$ cat src/rtl/opl3_axil_intr_slave.sv
`default_nettype none
// ============================================================================
// Module   : opl3_axil_intr_slave
// Purpose  : AXI4-Lite interrupt-controller register block for opl3_fpga.
//            Captures rising edges of the core interrupt sources into sticky
//            status bits, masks them with per-source enables and a global
//            enable, and drives a single registered irq line.
// Ports    : clk, reset (sync, active high)
//            intr_in[NUM_INTR]  - interrupt sources, synchronous to clk
//            AW/W/B channels    - awaddr/awvalid/awready, wdata/wstrb/wvalid/
//                                 wready, bresp/bvalid/bready
//            AR/R channels      - araddr/arvalid/arready, rdata/rresp/rvalid/
//                                 rready
//            irq                - interrupt request, polarity per
//                                 IRQ_ACTIVE_HIGH
// Map      : 0x00 GIE, 0x04 IER, 0x08 ISR (RO), 0x0C IAR (WO), 0x10 IPR (RO)
// Revision : 1.0 - initial release
// ============================================================================
module opl3_axil_intr_slave #(
    parameter int NUM_INTR        = 1,
    parameter int ADDR_WIDTH      = 5,
    parameter int DATA_WIDTH      = 32,
    parameter bit IRQ_ACTIVE_HIGH = 1'b1
) (
    input  logic                    clk,
    input  logic                    reset,
    input  logic [NUM_INTR-1:0]     intr_in,
    input  logic [ADDR_WIDTH-1:0]   awaddr,
    input  logic                    awvalid,
    output logic                    awready,
    input  logic [DATA_WIDTH-1:0]   wdata,
    input  logic [DATA_WIDTH/8-1:0] wstrb,
    input  logic                    wvalid,
    output logic                    wready,
    output logic [1:0]              bresp,
    output logic                    bvalid,
    input  logic                    bready,
    input  logic [ADDR_WIDTH-1:0]   araddr,
    input  logic                    arvalid,
    output logic                    arready,
    output logic [DATA_WIDTH-1:0]   rdata,
    output logic [1:0]              rresp,
    output logic                    rvalid,
    input  logic                    rready,
    output logic                    irq
);

    // Word indices within the register window
    localparam logic [ADDR_WIDTH-3:0] c_IDX_GIE = (ADDR_WIDTH-2)'(0);
    localparam logic [ADDR_WIDTH-3:0] c_IDX_IER = (ADDR_WIDTH-2)'(1);
    localparam logic [ADDR_WIDTH-3:0] c_IDX_ISR = (ADDR_WIDTH-2)'(2);
    localparam logic [ADDR_WIDTH-3:0] c_IDX_IAR = (ADDR_WIDTH-2)'(3);
    localparam logic [ADDR_WIDTH-3:0] c_IDX_IPR = (ADDR_WIDTH-2)'(4);

    // Write-channel states
    localparam logic [0:0] W_IDLE = 1'b0;
    localparam logic [0:0] W_RESP = 1'b1;
    // Read-channel states
    localparam logic [0:0] R_IDLE = 1'b0;
    localparam logic [0:0] R_DATA = 1'b1;

    logic [0:0]            r_wState;
    logic [0:0]            w_wStateNext;
    logic                  w_wAccept;
    logic [0:0]            r_rState;
    logic [0:0]            w_rStateNext;
    logic                  w_rAccept;

    logic                  r_gie;
    logic [NUM_INTR-1:0]   r_ier;
    logic [NUM_INTR-1:0]   r_isr;
    logic [NUM_INTR-1:0]   r_intrD;
    logic                  r_irqInt;
    logic [DATA_WIDTH-1:0] r_rdata;

    logic [DATA_WIDTH-1:0] w_wMask;
    logic [NUM_INTR-1:0]   w_wMaskN;
    logic [NUM_INTR-1:0]   w_wBitsN;
    logic [NUM_INTR-1:0]   w_ierNext;
    logic [NUM_INTR-1:0]   w_iarClr;
    logic [NUM_INTR-1:0]   w_rise;
    logic [ADDR_WIDTH-3:0] w_wIdx;
    logic [ADDR_WIDTH-3:0] w_rIdx;
    logic [DATA_WIDTH-1:0] w_rdMux;
    logic                  w_unused;

    // Byte-lane strobes expanded to a bit mask
    for (genvar b = 0; b < DATA_WIDTH/8; b++) begin : g_strb
        assign w_wMask[8*b +: 8] = {8{wstrb[b]}};
    end

    assign w_wIdx    = awaddr[ADDR_WIDTH-1:2];
    assign w_rIdx    = araddr[ADDR_WIDTH-1:2];
    assign w_wMaskN  = w_wMask[NUM_INTR-1:0];
    assign w_wBitsN  = wdata[NUM_INTR-1:0] & w_wMaskN;
    assign w_ierNext = (r_ier & ~w_wMaskN) | w_wBitsN;
    assign w_iarClr  = (w_wAccept && (w_wIdx == c_IDX_IAR)) ? w_wBitsN : '0;
    assign w_rise    = intr_in & ~r_intrD;

    // Address LSBs and bits above NUM_INTR carry no state
    assign w_unused  = &{1'b0, awaddr[1:0], araddr[1:0], wdata, w_wMask};

    // ------------------------------------------------------------------
    // Write channel: AW and W are taken together in a single cycle.
    // ------------------------------------------------------------------
    always_ff @(posedge clk) begin
        if (reset) begin
            r_wState <= W_IDLE;
        end else begin
            r_wState <= w_wStateNext;
        end
    end

    always_comb begin
        w_wStateNext = r_wState;
        w_wAccept    = 1'b0;
        case (r_wState)
            W_IDLE: begin
                if (awvalid && wvalid) begin
                    w_wAccept    = 1'b1;
                    w_wStateNext = W_RESP;
                end
            end
            W_RESP: begin
                if (bready) begin
                    w_wStateNext = W_IDLE;
                end
            end
            default: w_wStateNext = W_IDLE;
        endcase
        // Ready strobes must stay low while reset is held
        if (reset) begin
            w_wAccept = 1'b0;
        end
    end

    assign awready = w_wAccept;
    assign wready  = w_wAccept;
    assign bvalid  = (r_wState == W_RESP);
    assign bresp   = 2'b00;

    // ------------------------------------------------------------------
    // Read channel: one-cycle latency, data held until rready.
    // ------------------------------------------------------------------
    always_ff @(posedge clk) begin
        if (reset) begin
            r_rState <= R_IDLE;
        end else begin
            r_rState <= w_rStateNext;
        end
    end

    always_comb begin
        w_rStateNext = r_rState;
        w_rAccept    = 1'b0;
        case (r_rState)
            R_IDLE: begin
                if (arvalid) begin
                    w_rAccept    = 1'b1;
                    w_rStateNext = R_DATA;
                end
            end
            R_DATA: begin
                if (rready) begin
                    w_rStateNext = R_IDLE;
                end
            end
            default: w_rStateNext = R_IDLE;
        endcase
        if (reset) begin
            w_rAccept = 1'b0;
        end
    end

    always_comb begin
        w_rdMux = '0;
        case (w_rIdx)
            c_IDX_GIE: w_rdMux[0]            = r_gie;
            c_IDX_IER: w_rdMux[NUM_INTR-1:0] = r_ier;
            c_IDX_ISR: w_rdMux[NUM_INTR-1:0] = r_isr;
            c_IDX_IPR: w_rdMux[NUM_INTR-1:0] = r_isr & r_ier;
            default:   w_rdMux               = '0;
        endcase
    end

    assign arready = w_rAccept;
    assign rvalid  = (r_rState == R_DATA);
    assign rdata   = r_rdata;
    assign rresp   = 2'b00;

    // ------------------------------------------------------------------
    // Register file, edge capture and irq
    // ------------------------------------------------------------------
    always_ff @(posedge clk) begin
        if (reset) begin
            r_gie    <= 1'b0;
            r_ier    <= '0;
            r_isr    <= '0;
            r_intrD  <= '0;
            r_irqInt <= 1'b0;
            r_rdata  <= '0;
        end else begin
            r_intrD  <= intr_in;
            // A fresh rising edge overrides an acknowledge on the same bit
            r_isr    <= (r_isr & ~w_iarClr) | w_rise;
            r_irqInt <= r_gie & (|(r_isr & r_ier));
            if (w_wAccept) begin
                case (w_wIdx)
                    c_IDX_GIE: if (wstrb[0]) r_gie <= wdata[0];
                    c_IDX_IER: r_ier <= w_ierNext;
                    default:   ;
                endcase
            end
            // Sampled before this edge's write lands: reads see old values
            if (w_rAccept) begin
                r_rdata <= w_rdMux;
            end
        end
    end

    if (IRQ_ACTIVE_HIGH) begin : g_irqHigh
        assign irq = r_irqInt;
    end else begin : g_irqLow
        assign irq = ~r_irqInt;
    end

endmodule
`default_nettype wire
$ cat config.mk
export PLATFORM = sky130hd
export DESIGN_NAME = opl3_axil_intr_slave
export DESIGN_NICKNAME = d
export VERILOG_FILES = /design/src/rtl/opl3_axil_intr_slave.sv
export SDC_FILE = /design/constraint.sdc
export NUM_CORES = 1
export LEC_CHECK = 0
export CAP_MARGIN = 20
export CORE_UTILIZATION = 24
export CTS_CLUSTER_SIZE = 25
export DETAILED_ROUTE_END_ITERATION = 10
export PLACE_DENSITY = 0.81
export SLEW_MARGIN = 0
export SYNTH_ARGS = -nofsm -noshare
export SYNTH_HDL_FRONTEND = slang
export SYNTH_SLANG_ARGS = --single-unit
$ cat constraint.sdc
create_clock -name clk -period 1.15 [get_ports clk]
set_input_delay 0.345 -clock clk [delete_from_list [all_inputs] [get_ports clk]]
set_output_delay 0.345 -clock clk [all_outputs]
set_load 0.02 [all_outputs]
==> flow_summary_export.csv, run 1 <==
group,metric,value,unit
run_status,status,"finished, violations left",
run_status,violations,"setup timing",
cells_and_area,layout-drive-gt1-share,31.9,%
floorplan,start_util,26.3,%
cells_and_area,fillers,273,
floorplan,num_rows,18,
min_path,hp-class,"flop to flop",
grt,grt_start_max_net_pins,10,
synthesis,synth_edf_count,0,
cells_and_area,area_delta_synth_final,44.3,%
synthesis,synth_xor_area_share,0,%
synthesis,yosysTopAreaCell,"buf_4",
synthesis,synth-main-ff-cell,"dfxtp_1",
timing,setup_ws,-0.143,ns
detailed_routing,ant_nets,0,
synthesis,synth-seq-cells,8,
timing,final-hold-violation-count,0,
synthesis,yosys_warnings,0,
grt,grt.overflow.total,0,
detailed_routing,vias,544,
placement,dp_cells,139,
timing,clock_skew,0.00415,ns
synthesis,synth_top_family_by_area,"buffers and inverters",
detailed_routing,viasPerCell,3.73,
setup_path,cp-start-kind,"flop",
synthesis,syn-mean-instance-area,8.37,um^2
synthesis,synth_compound_area_share,12.3,%
clocking,clkLatencyLatePin,0.25,ns
placement,dpl_worst_slack,-0.904,ns
synthesis,synth_simple_gate_area_share,20.7,%
synthesis,yosysSeqAreaShare,23.9,%
grt,grt_pass1_wl,2.18,mm
setup_path,cp-end-kind,"output pin",
clocking,clock_path_buffers,2,
floorplan,io_pins,96,
timing,setup_violations,7,
cells_and_area,fin_cells,146,
placement,post-dp-hpwl,1.11,mm
synthesis,synth_top_cells_by_count,"buf_4 (36), dfxtp_1 (8), a21oi_1 (5), nand2b_1 (5)",
synthesis,syn_inst,80,
synthesis,synth.most_common_cell,"buf_4",
synthesis,synth_cell_types,22,
run,cap_violations,0,
clocking,clock-root-buffer,"clkbuf_4",
placement,numPortBuffers,22,
setup_path,ff2ff_setup_slack,-0.10,ns
timing,rsz0062_at_grt,"yes",
floorplan,dieHeight,54.8,um
clocking,numCtsBuffers,3,
detailed_routing,drc,0,
synthesis,synth_top_area_share,40.4,%
floorplan,die_area,3000,um^2
timing,drv_slew,0,
placement,routabilityCongestion,0.753,
grt,grt_pass1_vias,504,
synthesis,synth_area,669,um^2
clocking,h-tree-depth,1,
timing,fin_crit,1.29,ns
power_and_ir_drop,power_density,832,nW/um^2
cells_and_area,num_antenna_cells,0,
floorplan,die_width,54.8,um
power_and_ir_drop,total_leakage_power,0.466,nW
grt,antenna_found_initial,0,
synthesis,synth_async_sr_flop_share,0,%
timing,fmax,0.773,GHz
synthesis,synthMuxAreaShare,0,%
timing,tns,-0.723,ns
power_and_ir_drop,ir_drop,633,uV
detailed_routing,dr.pass1.iters,1,
setup_path,worstPathRequired,0.81,ns
timing,finalCritPeriodShare,112,%
setup_path,cp.arrival,0.95,ns
setup_path,crit_type,"flop to output pin",
clocking,clkSinkCount,8,
setup_path,crit_fanout,3,
clocking,path_clk_slew,0.05,ns
synthesis,synthAdderAreaFrac,0,%
floorplan,coreArea,2540,um^2
cells_and_area,fin_nets,172,
synthesis,synthTopCellsByArea,"buf_4 (40%), dfxtp_1 (24%), nand2b_1 (4.7%)",
grt,grt_use_total,10.3,%
cells_and_area,utilization,38.0,%
clocking,tritoncts,"built",
detailed_routing,wirelength,1.35,mm
detailed_routing,routedWlPerCell,9.25,um
detailed_routing,drt-initial-drc-count,0,
cell usage in the layout (no fill, tap or decap):
master | netlist | layout
a211oi_2 | 0 | 1
a21oi_1 | 5 | 4
a21oi_2 | 0 | 1
a31o_1 | 1 | 1
a32o_1 | 1 | 1
and2b_1 | 1 | 1
buf_2 | 1 | 2
buf_4 | 36 | 10
buf_6 | 0 | 9
clkbuf_2 | 0 | 1
clkbuf_4 | 0 | 3
clkdlybuf4s50_1 | 0 | 6
clkinv_4 | 0 | 1
conb_1 | 1 | 35
dfxtp_1 | 8 | 6
dfxtp_2 | 0 | 2
dlygate4sd2_1 | 0 | 6
dlymetal6s2s_1 | 0 | 2
inv_1 | 1 | 1
nand2_1 | 3 | 3
nand2b_1 | 5 | 4
nand2b_4 | 0 | 1
nand3_1 | 1 | 1
nand4_1 | 2 | 2
nand4bb_4 | 1 | 1
nor2_1 | 3 | 2
nor2_4 | 0 | 1
nor2b_1 | 3 | 3
nor3b_1 | 1 | 1
nor4_2 | 0 | 1
o31ai_2 | 0 | 1
o31ai_4 | 0 | 1
o41ai_2 | 1 | 1
cell families after synthesis:
group                  after synthesis
AOI/OAI and AO/OA                   11
buffers and inverters               39
other                                1
and+or+nand+nor                     21
DFF                                  8
worst max-delay path, stage by stage, from the launching register on:
cell	delay, ns
dfxtp_2	0.31
nand4bb_4	0.21
clkinv_4	0.08
buf_6	0.11
layout make-up:
type | count | area [um^2] | share of cell area, %
clock buffer | 3 | 22.5 | 2.33
inverter | 2 | 12.5 | 1.30
multi-input combinational | 67 | 402 | 41.6
sequential | 8 | 163 | 16.8
tap | 30 | 37.5 | 3.89
timing repair buffer | 36 | 329 | 34.1
report_power, final:
group	leakage, nW	internal (W)	switching (W)	total, W
Clock	0.0138	0.000119	0.0000896	0.000209
Sequential	0.0662	0.000289	0.00000790	0.000297
Combinational	0.387	0.000118	0.000180	0.000298
final timing paths:
path            from  cells after the start  endpoint
max           bvalid                      3   awready
min          r_intrD                      2     r_isr
max reg2reg   bvalid                      7      flop
min reg2reg  r_intrD                      2     r_isr
metrics by stage:
stage	hold WS [ns]	total power, W	instance area (um^2)
floorplan	0.443	0.000549	805
global placement	0.463	0.000567	862
detailed placement	0.477	0.000572	862
CTS	0.498	0.000800	927
global route	0.532	0.000862	966
finish	0.491	0.000804	966
layer usage:
metal | up-vias | global-route usage (%) | share of wire (%)
met2 | 36 | 17.7 | 53
met4 | 0 | 7.69 | 1.0
met3 | 2 | 2.50 | 7.3
met5 | - | 0 | 0
li1 | 267 | - | -
met1 | 239 | 10.8 | 38
repair_timing:
| action | CTS | global route |
|---|---|---|
| buffers inserted | 2 | 3 |
| pin swaps | 7 | 7 |
| resized for setup | 54 | 8 |
| setup endpoints to repair | 11 | 8 |
| hold buffers | 0 | 0 |
Note: power is estimated with default switching activity, not from simulation.
==> run 2, diff against run 1 <==
--- a/config.mk
+++ b/config.mk
@@ -10,7 +10,9 @@
 export CTS_CLUSTER_SIZE = 25
 export DETAILED_ROUTE_END_ITERATION = 10
 export PLACE_DENSITY = 0.81
+export SKIP_LAST_GASP = 1
 export SLEW_MARGIN = 0
 export SYNTH_ARGS = -nofsm -noshare
 export SYNTH_HDL_FRONTEND = slang
 export SYNTH_SLANG_ARGS = --single-unit
+export TNS_END_PERCENT = 100
==> results of run 2 <==
Final layout, timing and power as in run 1 (identical DEF).
